### src/rtl/writeback_stage_if.sv
// Memory->writeback bus for writeback_stage.
// master: the M stage / fetch / decode side that drives M-stage fields and
// consumes the register-file write and PC redirect.
// slave: the writeback stage itself.
// RetireCountW exists only when WB_RETIRE_COUNT_EN is defined.
interface writeback_stage_if #(parameter int CNT_W = 32);
  logic             StallW;
  logic             FlushW;
  logic             ValidM;
  logic             RegWriteM;
  logic             MemToRegM;
  logic             PCSrcM;
  logic [3:0]       WA3M;
  logic [31:0]      ALUOutM;
  logic [31:0]      ReadDataM;
  logic             RegWriteW;
  logic [3:0]       WA3W;
  logic [31:0]      ResultW;
  logic             PCSrcW;
  logic             ResultValidW;
  logic             SquashingW;
`ifdef WB_RETIRE_COUNT_EN
  logic [CNT_W-1:0] RetireCountW;
`endif

  modport master (
    output StallW, FlushW, ValidM, RegWriteM, MemToRegM, PCSrcM, WA3M, ALUOutM, ReadDataM,
`ifdef WB_RETIRE_COUNT_EN
    input  RetireCountW,
`endif
    input  RegWriteW, WA3W, ResultW, PCSrcW, ResultValidW, SquashingW
  );

  modport slave (
    input  StallW, FlushW, ValidM, RegWriteM, MemToRegM, PCSrcM, WA3M, ALUOutM, ReadDataM,
`ifdef WB_RETIRE_COUNT_EN
    output RetireCountW,
`endif
    output RegWriteW, WA3W, ResultW, PCSrcW, ResultValidW, SquashingW
  );
endinterface

### src/rtl/writeback_stage.sv
// Writeback stage of the pipelined ARM core.
// Holds the M->W pipeline register, selects the result, pulses a PC redirect
// when a r15 write or taken branch retires, then squashes the next
// SQUASH_CYCLES advancing slots (wrong-path instructions).
// Optional retire counter: define WB_RETIRE_COUNT_EN.
module writeback_stage #(
  parameter int SQUASH_CYCLES = 2,
  parameter int CNT_W         = 32
) (
  input  logic clk,
  input  logic reset,
  writeback_stage_if.slave wb
);

  typedef struct packed {
    logic        valid;
    logic        regwr;
    logic        m2r;
    logic        pcs;
    logic [3:0]  wa3;
    logic [31:0] alu;
    logic [31:0] rd;
  } wreg_t;

  typedef enum logic {RUN = 1'b0, SQUASH = 1'b1} state_t;

  localparam logic [3:0] SQ_LOAD = 4'(SQUASH_CYCLES);

  wreg_t      m_in, w_q;
  state_t     state, state_nxt;
  logic [3:0] cnt, cnt_nxt;
  logic       live, retire, redirect;

  assign m_in = '{valid: wb.ValidM, regwr: wb.RegWriteM, m2r: wb.MemToRegM,
                  pcs: wb.PCSrcM, wa3: wb.WA3M, alu: wb.ALUOutM, rd: wb.ReadDataM};

  // W pipeline register: flush beats stall
  always_ff @(posedge clk or negedge reset) begin
    if (!reset)            w_q <= '0;
    else if (wb.FlushW)    w_q <= '0;
    else if (!wb.StallW)   w_q <= m_in;
  end

  // Entry is live only outside the squash window; it retires when W advances
  assign live     = w_q.valid & (state == RUN);
  assign retire   = live & ~wb.StallW;
  assign redirect = retire & (w_q.pcs | (w_q.regwr & (w_q.wa3 == 4'd15)));

  // Squash FSM state and slot counter
  always_ff @(posedge clk or negedge reset) begin
    if (!reset) begin
      state <= RUN;
      cnt   <= '0;
    end else begin
      state <= state_nxt;
      cnt   <= cnt_nxt;
    end
  end

  // Next state: every unstalled slot in SQUASH burns one count, stall freezes it
  always_comb begin
    state_nxt = state;
    cnt_nxt   = cnt;
    case (state)
      RUN: begin
        if (redirect) begin
          state_nxt = SQUASH;
          cnt_nxt   = SQ_LOAD;
        end
      end
      SQUASH: begin
        if (!wb.StallW) begin
          cnt_nxt = cnt - 4'd1;
          if (cnt == 4'd1) state_nxt = RUN;
        end
      end
      default: begin
        state_nxt = RUN;
        cnt_nxt   = '0;
      end
    endcase
  end

  assign wb.ResultW      = w_q.m2r ? w_q.rd : w_q.alu;
  assign wb.WA3W         = w_q.wa3;
  assign wb.RegWriteW    = live & w_q.regwr;
  assign wb.PCSrcW       = redirect;
  assign wb.ResultValidW = live;
  assign wb.SquashingW   = (state == SQUASH);

`ifdef WB_RETIRE_COUNT_EN
  logic [CNT_W-1:0] ret_cnt;

  // Retired-instruction counter, wraps naturally
  always_ff @(posedge clk or negedge reset) begin
    if (!reset)      ret_cnt <= '0;
    else if (retire) ret_cnt <= ret_cnt + 1'b1;
  end

  assign wb.RetireCountW = ret_cnt;
`endif

endmodule
### src/flat_wrapper.sv
// flat-port wrapper written by rule: the top's interface ports become plain ports
module writeback_stage_flat 
#(
  parameter int SQUASH_CYCLES = 2,
  parameter int CNT_W         = 32
)
  (clk, reset, wb_StallW, wb_FlushW, wb_ValidM, wb_RegWriteM, wb_MemToRegM, wb_PCSrcM, wb_WA3M, wb_ALUOutM, wb_ReadDataM, wb_RegWriteW, wb_WA3W, wb_ResultW, wb_PCSrcW, wb_ResultValidW, wb_SquashingW);
  writeback_stage_if #(.CNT_W(CNT_W)) wb_i ();
  input  logic clk;
  input  logic reset;
  input wire logic [$bits(wb_i.StallW)-1:0] wb_StallW;
  input wire logic [$bits(wb_i.FlushW)-1:0] wb_FlushW;
  input wire logic [$bits(wb_i.ValidM)-1:0] wb_ValidM;
  input wire logic [$bits(wb_i.RegWriteM)-1:0] wb_RegWriteM;
  input wire logic [$bits(wb_i.MemToRegM)-1:0] wb_MemToRegM;
  input wire logic [$bits(wb_i.PCSrcM)-1:0] wb_PCSrcM;
  input wire logic [$bits(wb_i.WA3M)-1:0] wb_WA3M;
  input wire logic [$bits(wb_i.ALUOutM)-1:0] wb_ALUOutM;
  input wire logic [$bits(wb_i.ReadDataM)-1:0] wb_ReadDataM;
  output wire logic [$bits(wb_i.RegWriteW)-1:0] wb_RegWriteW;
  output wire logic [$bits(wb_i.WA3W)-1:0] wb_WA3W;
  output wire logic [$bits(wb_i.ResultW)-1:0] wb_ResultW;
  output wire logic [$bits(wb_i.PCSrcW)-1:0] wb_PCSrcW;
  output wire logic [$bits(wb_i.ResultValidW)-1:0] wb_ResultValidW;
  output wire logic [$bits(wb_i.SquashingW)-1:0] wb_SquashingW;
  assign wb_i.StallW = wb_StallW;
  assign wb_i.FlushW = wb_FlushW;
  assign wb_i.ValidM = wb_ValidM;
  assign wb_i.RegWriteM = wb_RegWriteM;
  assign wb_i.MemToRegM = wb_MemToRegM;
  assign wb_i.PCSrcM = wb_PCSrcM;
  assign wb_i.WA3M = wb_WA3M;
  assign wb_i.ALUOutM = wb_ALUOutM;
  assign wb_i.ReadDataM = wb_ReadDataM;
  assign wb_RegWriteW = wb_i.RegWriteW;
  assign wb_WA3W = wb_i.WA3W;
  assign wb_ResultW = wb_i.ResultW;
  assign wb_PCSrcW = wb_i.PCSrcW;
  assign wb_ResultValidW = wb_i.ResultValidW;
  assign wb_SquashingW = wb_i.SquashingW;
  writeback_stage #(.SQUASH_CYCLES(SQUASH_CYCLES), .CNT_W(CNT_W)) u_core (.clk(clk), .reset(reset), .wb(wb_i));
endmodule
### config.mk
export PLATFORM = sky130hd
export DESIGN_NAME = writeback_stage_flat
export DESIGN_NICKNAME = d
export VERILOG_FILES = /design/src/rtl/writeback_stage_if.sv /design/src/rtl/writeback_stage.sv /design/src/flat_wrapper.sv
export SDC_FILE = /design/constraint.sdc
export NUM_CORES = 1
export LEC_CHECK = 0
export BUFFER_PORTS_ARGS = -buffer_cell sky130_fd_sc_hd__buf_2
export CAP_MARGIN = 25
export CORE_UTILIZATION = 41
export CTS_CLUSTER_DIAMETER = 40
export DETAILED_ROUTE_END_ITERATION = 8
export PLACE_DENSITY_LB_ADDON = 0.2
export SETUP_SLACK_MARGIN = 0.5
export SLEW_MARGIN = 20
export SYNTH_ARGS = -nofsm -noshare
export SYNTH_HDL_FRONTEND = slang
export SYNTH_SLANG_ARGS = --single-unit
### constraint.sdc
create_clock -name clk -period 1.58 [get_ports clk]
set_clock_uncertainty 0.2 [all_clocks]
set_input_delay 0.316 -clock clk [delete_from_list [all_inputs] [get_ports clk]]
set_output_delay 0.316 -clock clk [all_outputs]
set_load 0.01 [all_outputs]
==> flow_summary.yaml <==
cells_and_area:
  number_of_diodes: 0
  final_design_area_no_fill_um2: 4954
  final_layout_size_suffix_gt1_share_pct: 47.92
  area_growth_syn_to_layout_pct: 36.14
  fin_nets: 505
  final.fill_count: 731
synthesis:
  synth-xor-area-share_pct: 0
  yosys_register_bits: 77
  muxShareOfSynthArea_pct: 30.64
  mappedNetlistArea_um2: 3638
  synth_sequential_area_ratio_pct: 52.96
  synth_compound_area_share_pct: 1.823
  synth_warnings: 0
  synth_cells: 303
  synth-adder-area-share_pct: 0.6878
  postSynthAreaPerCell_um2: 12.01
  synthesis.nets: 381
  synth_top_family_by_area: "multiplexers"
  synthSimpleGateAreaFrac_pct: 9.044
  yosysUniqueCellTypes: 25
grt:
  grt_overflow: 0
  grt_util_all_layers_pct: 17.56
  global_route_wire_length_before_repair_mm: 12.24
  first_global_vias: 2587
  grt_antenna_before_repair: 0
  pin_count_of_the_biggest_net_entering_global_routing: 73
pwr:
  power.share.clock_pct: 32.1
  power_frac_comb_pct: 23.0
  power_density_nw_per_um2: 1032
  power.share.sequential_pct: 44.8
  p_switching_mw: 1.403
  power_report.internal_total_mw: 3.711
  ir_drop_mv: 0.6098
  leakagePower_nw: 2.630
  p_sw_share_pct: 27.43
critical_path:
  worstPathRequired_ns: 1.06
  setup.reg_to_reg.worst_slack_ns: 0.08
  rr_startpoint: "u_core.wb.SquashingW"
  critical_path.startpoint_type: "register"
  endpoint_kind: "primary output"
  reg2reg_depth: 5
  critPathKind: "reg -> out"
  cp_data_arrival_time_ns: 1.43
  worst-path-max-fanout: 21
  worst_r2r_endpoint: "u_core.cnt[0]"
clocking:
  post_cts_hold_buffer_count: 1
  ctsLongestPathBuffers: 2
  tritoncts: "yes"
  clock_tree.htree_level_count: 3
  root_buffer: "sky130_fd_sc_hd__clkbuf_8"
  worst_setup_hold_path_clk_slew_ns: 0.08
  tritoncts_num_sinks: 77
  clock_latency_ns: 0.34
  number_of_buffers_created_by_cts: 9
floorplanning:
  pin_count: 116
  chipWidth_um: 96.21
  std_cell_rows: 34
  dieArea_um2: 9255
  chipHeight_um: 96.21
  effective_utilization_at_floorplan_pct: 42.13
  floorplan.core_area_um2: 8636
sta:
  report.final.slew_viol_count: 0
  final_number_of_setup_violating_endpoints: 34
  hold-worst-slack_ns: 0.01160
  hold_viol_final: 0
  final_critical_path_setup_slack_ns: -0.3646
  finalCritPeriodShare_pct: 123.1
  tightestPinTransition_ns: 0.3080
  grt_setup_unrepaired: "true"
  maxSlewHeadroom_pct: 79.47
  achievable-frequency_mhz: 514.2
  timing.final.crit_period_ns: 1.945
run_status:
  violations: "negative setup slack"
  run_status: "finished, violations left"
drt:
  detail_route.vias_per_cell: 4.854
  violation_count_after_the_first_detailed_routing_iteration: 39
  drtAntennaViolNets: 0
  drt_first_pass_iters: 4
  route.vias.total: 2621
  routed_wl_mm: 7.946
  total_drc_errors_in_the_routed_layout: 0
  detailed_route_wire_length_per_cell_um: 14.71
hold_path:
  holdPathStages: 3
  hold_path_class: "in -> reg"
  min_from: "wb_ReadDataM[5]"
  whs_endpoint: "u_core.w_q[5]"
run:
  max_cap_violation_count: 0
place:
  place.port_buffers: 115
  dp_hpwl_mm: 5.261
  place_congestion: 0.7350
  total_placed_instance_area_um2: 4459
## registers in the layout (all words and copies together) (netlist names)
signal                count
u_core.w_q               68
u_core.cnt                4
u_core.wb.WA3W            4
u_core.wb.SquashingW      1
## routing by layer
layer	global-route usage [%]	wire length [um]	part of all wire [%]
met3	4.344	457	5.8
met5	0	0	0
met4	5.224	87	1.1
met1	23.19	3739	47
met2	28.49	3661	46
## cells by family after synthesis
group | count (synthesis)
flip-flops | 77
multiplexers | 107
adder cells (fa/ha/maj) | 2
buffers and inverters | 27
AND/OR/NAND/NOR | 82
AO/OA/AOI/OAI | 8
## cell usage in the layout, fill, tap and decap left out, types with 2 or more instances in the layout
cell type	synthesis	layout
sky130_fd_sc_hd__a22o_1	2	2
sky130_fd_sc_hd__buf_12	0	8
sky130_fd_sc_hd__buf_16	0	2
sky130_fd_sc_hd__buf_2	3	101
sky130_fd_sc_hd__buf_4	5	10
sky130_fd_sc_hd__buf_6	7	15
sky130_fd_sc_hd__bufinv_16	0	2
sky130_fd_sc_hd__clkbuf_8	0	9
sky130_fd_sc_hd__clkinv_4	0	2
sky130_fd_sc_hd__dfrtp_1	77	72
sky130_fd_sc_hd__dfrtp_2	0	5
sky130_fd_sc_hd__ha_4	0	2
sky130_fd_sc_hd__inv_2	0	3
sky130_fd_sc_hd__mux2_2	33	19
sky130_fd_sc_hd__mux2_4	0	15
sky130_fd_sc_hd__mux2i_1	72	71
sky130_fd_sc_hd__nor2_1	74	74
sky130_fd_sc_hd__nor3_2	0	2
## stage by stage
step	setup TNS [ns]	total power, mW	utilization, %	cells	setup WS, ns
after floorplan	0	2.943	-	303	0.1143
after global placement	0	3.229	51.64	513	0.02145
after detailed placement	-0.01870	3.256	51.64	513	-0.008965
after CTS	-11.92	5.089	56.53	536	-0.3911
after global routing	-12.91	5.381	57.36	540	-0.4220
final	-11.19	5.114	57.36	540	-0.3646
## cell type report
type | count | area (um^2) | area share [%]
repair buffers | 137 | 974.7 | 19.68
flip-flops and latches | 77 | 1933 | 39.02
well taps | 108 | 135.1 | 2.728
clock inverters | 7 | 98.84 | 1.995
multi-input cells | 199 | 1677 | 33.85
clock buffers | 9 | 123.9 | 2.501
inverters | 3 | 11.26 | 0.2273
## timing repair
item / 4_1_cts / 5_1_grt
endpoints found under the setup margin: 70 / 55
pin swaps: 3 / 4
gates resized for setup: 22 / 12
cloned: 2 / 0
setup buffers: 4 / 4
endpoints found under the hold margin: 78 / 1
## worst max-delay path, stage by stage (launching register included)
cell	delay (ns)
sky130_fd_sc_hd__dfrtp_2	0.40
sky130_fd_sc_hd__buf_12	0.19
sky130_fd_sc_hd__mux2_2	0.35
sky130_fd_sc_hd__buf_2	0.14
## synthesized netlist by cell type (all sizes together)
master	n	area (um^2)
clkbuf	8	30.03
nor2	74	277.8
nor2b	2	12.51
a21oi	1	5.000
buf	16	135.1
nor3	2	10.01
a22o	2	17.52
and2	1	6.260
ha	2	25.02
mux2	35	394.1
mux2i	72	720.7
nand2	1	3.750
o21ba	1	10.01
o41ai	1	8.760
nand3	1	5.000
o32a	1	10.01
o31ai	1	7.510
nand2b	1	13.76
inv	3	11.26
dfrtp	77	1927
a22oi	1	7.510
## power groups by stage
stage | clock network (mW) | logic [mW] | registers (mW)
after floorplan | 0 | 0.638 | 2.31
after global placement | 0 | 0.892 | 2.34
after detailed placement | 0 | 0.918 | 2.34
after CTS | 1.69 | 1.11 | 2.29
after global routing | 1.78 | 1.29 | 2.32
final | 1.64 | 1.18 | 2.29
## worst max-delay path by stage
stage	from	to	slack (ns)	depth (start not counted)
2_1_floorplan	u_core.w_q[69]	wb_ResultW[10]	0.11	3
3_3_place_gp	u_core.w_q[69]	wb_ResultW[13]	0.02	3
3_5_place_dp	u_core.w_q[69]	wb_ResultW[31]	-0.009	3
4_1_cts	u_core.w_q[69]	wb_ResultW[23]	-0.39	3
5_1_grt	u_core.w_q[69]	wb_ResultW[21]	-0.42	3
6_report	u_core.w_q[69]	wb_ResultW[23]	-0.36	3
Note: power is estimated with default switching activity, not from simulation.
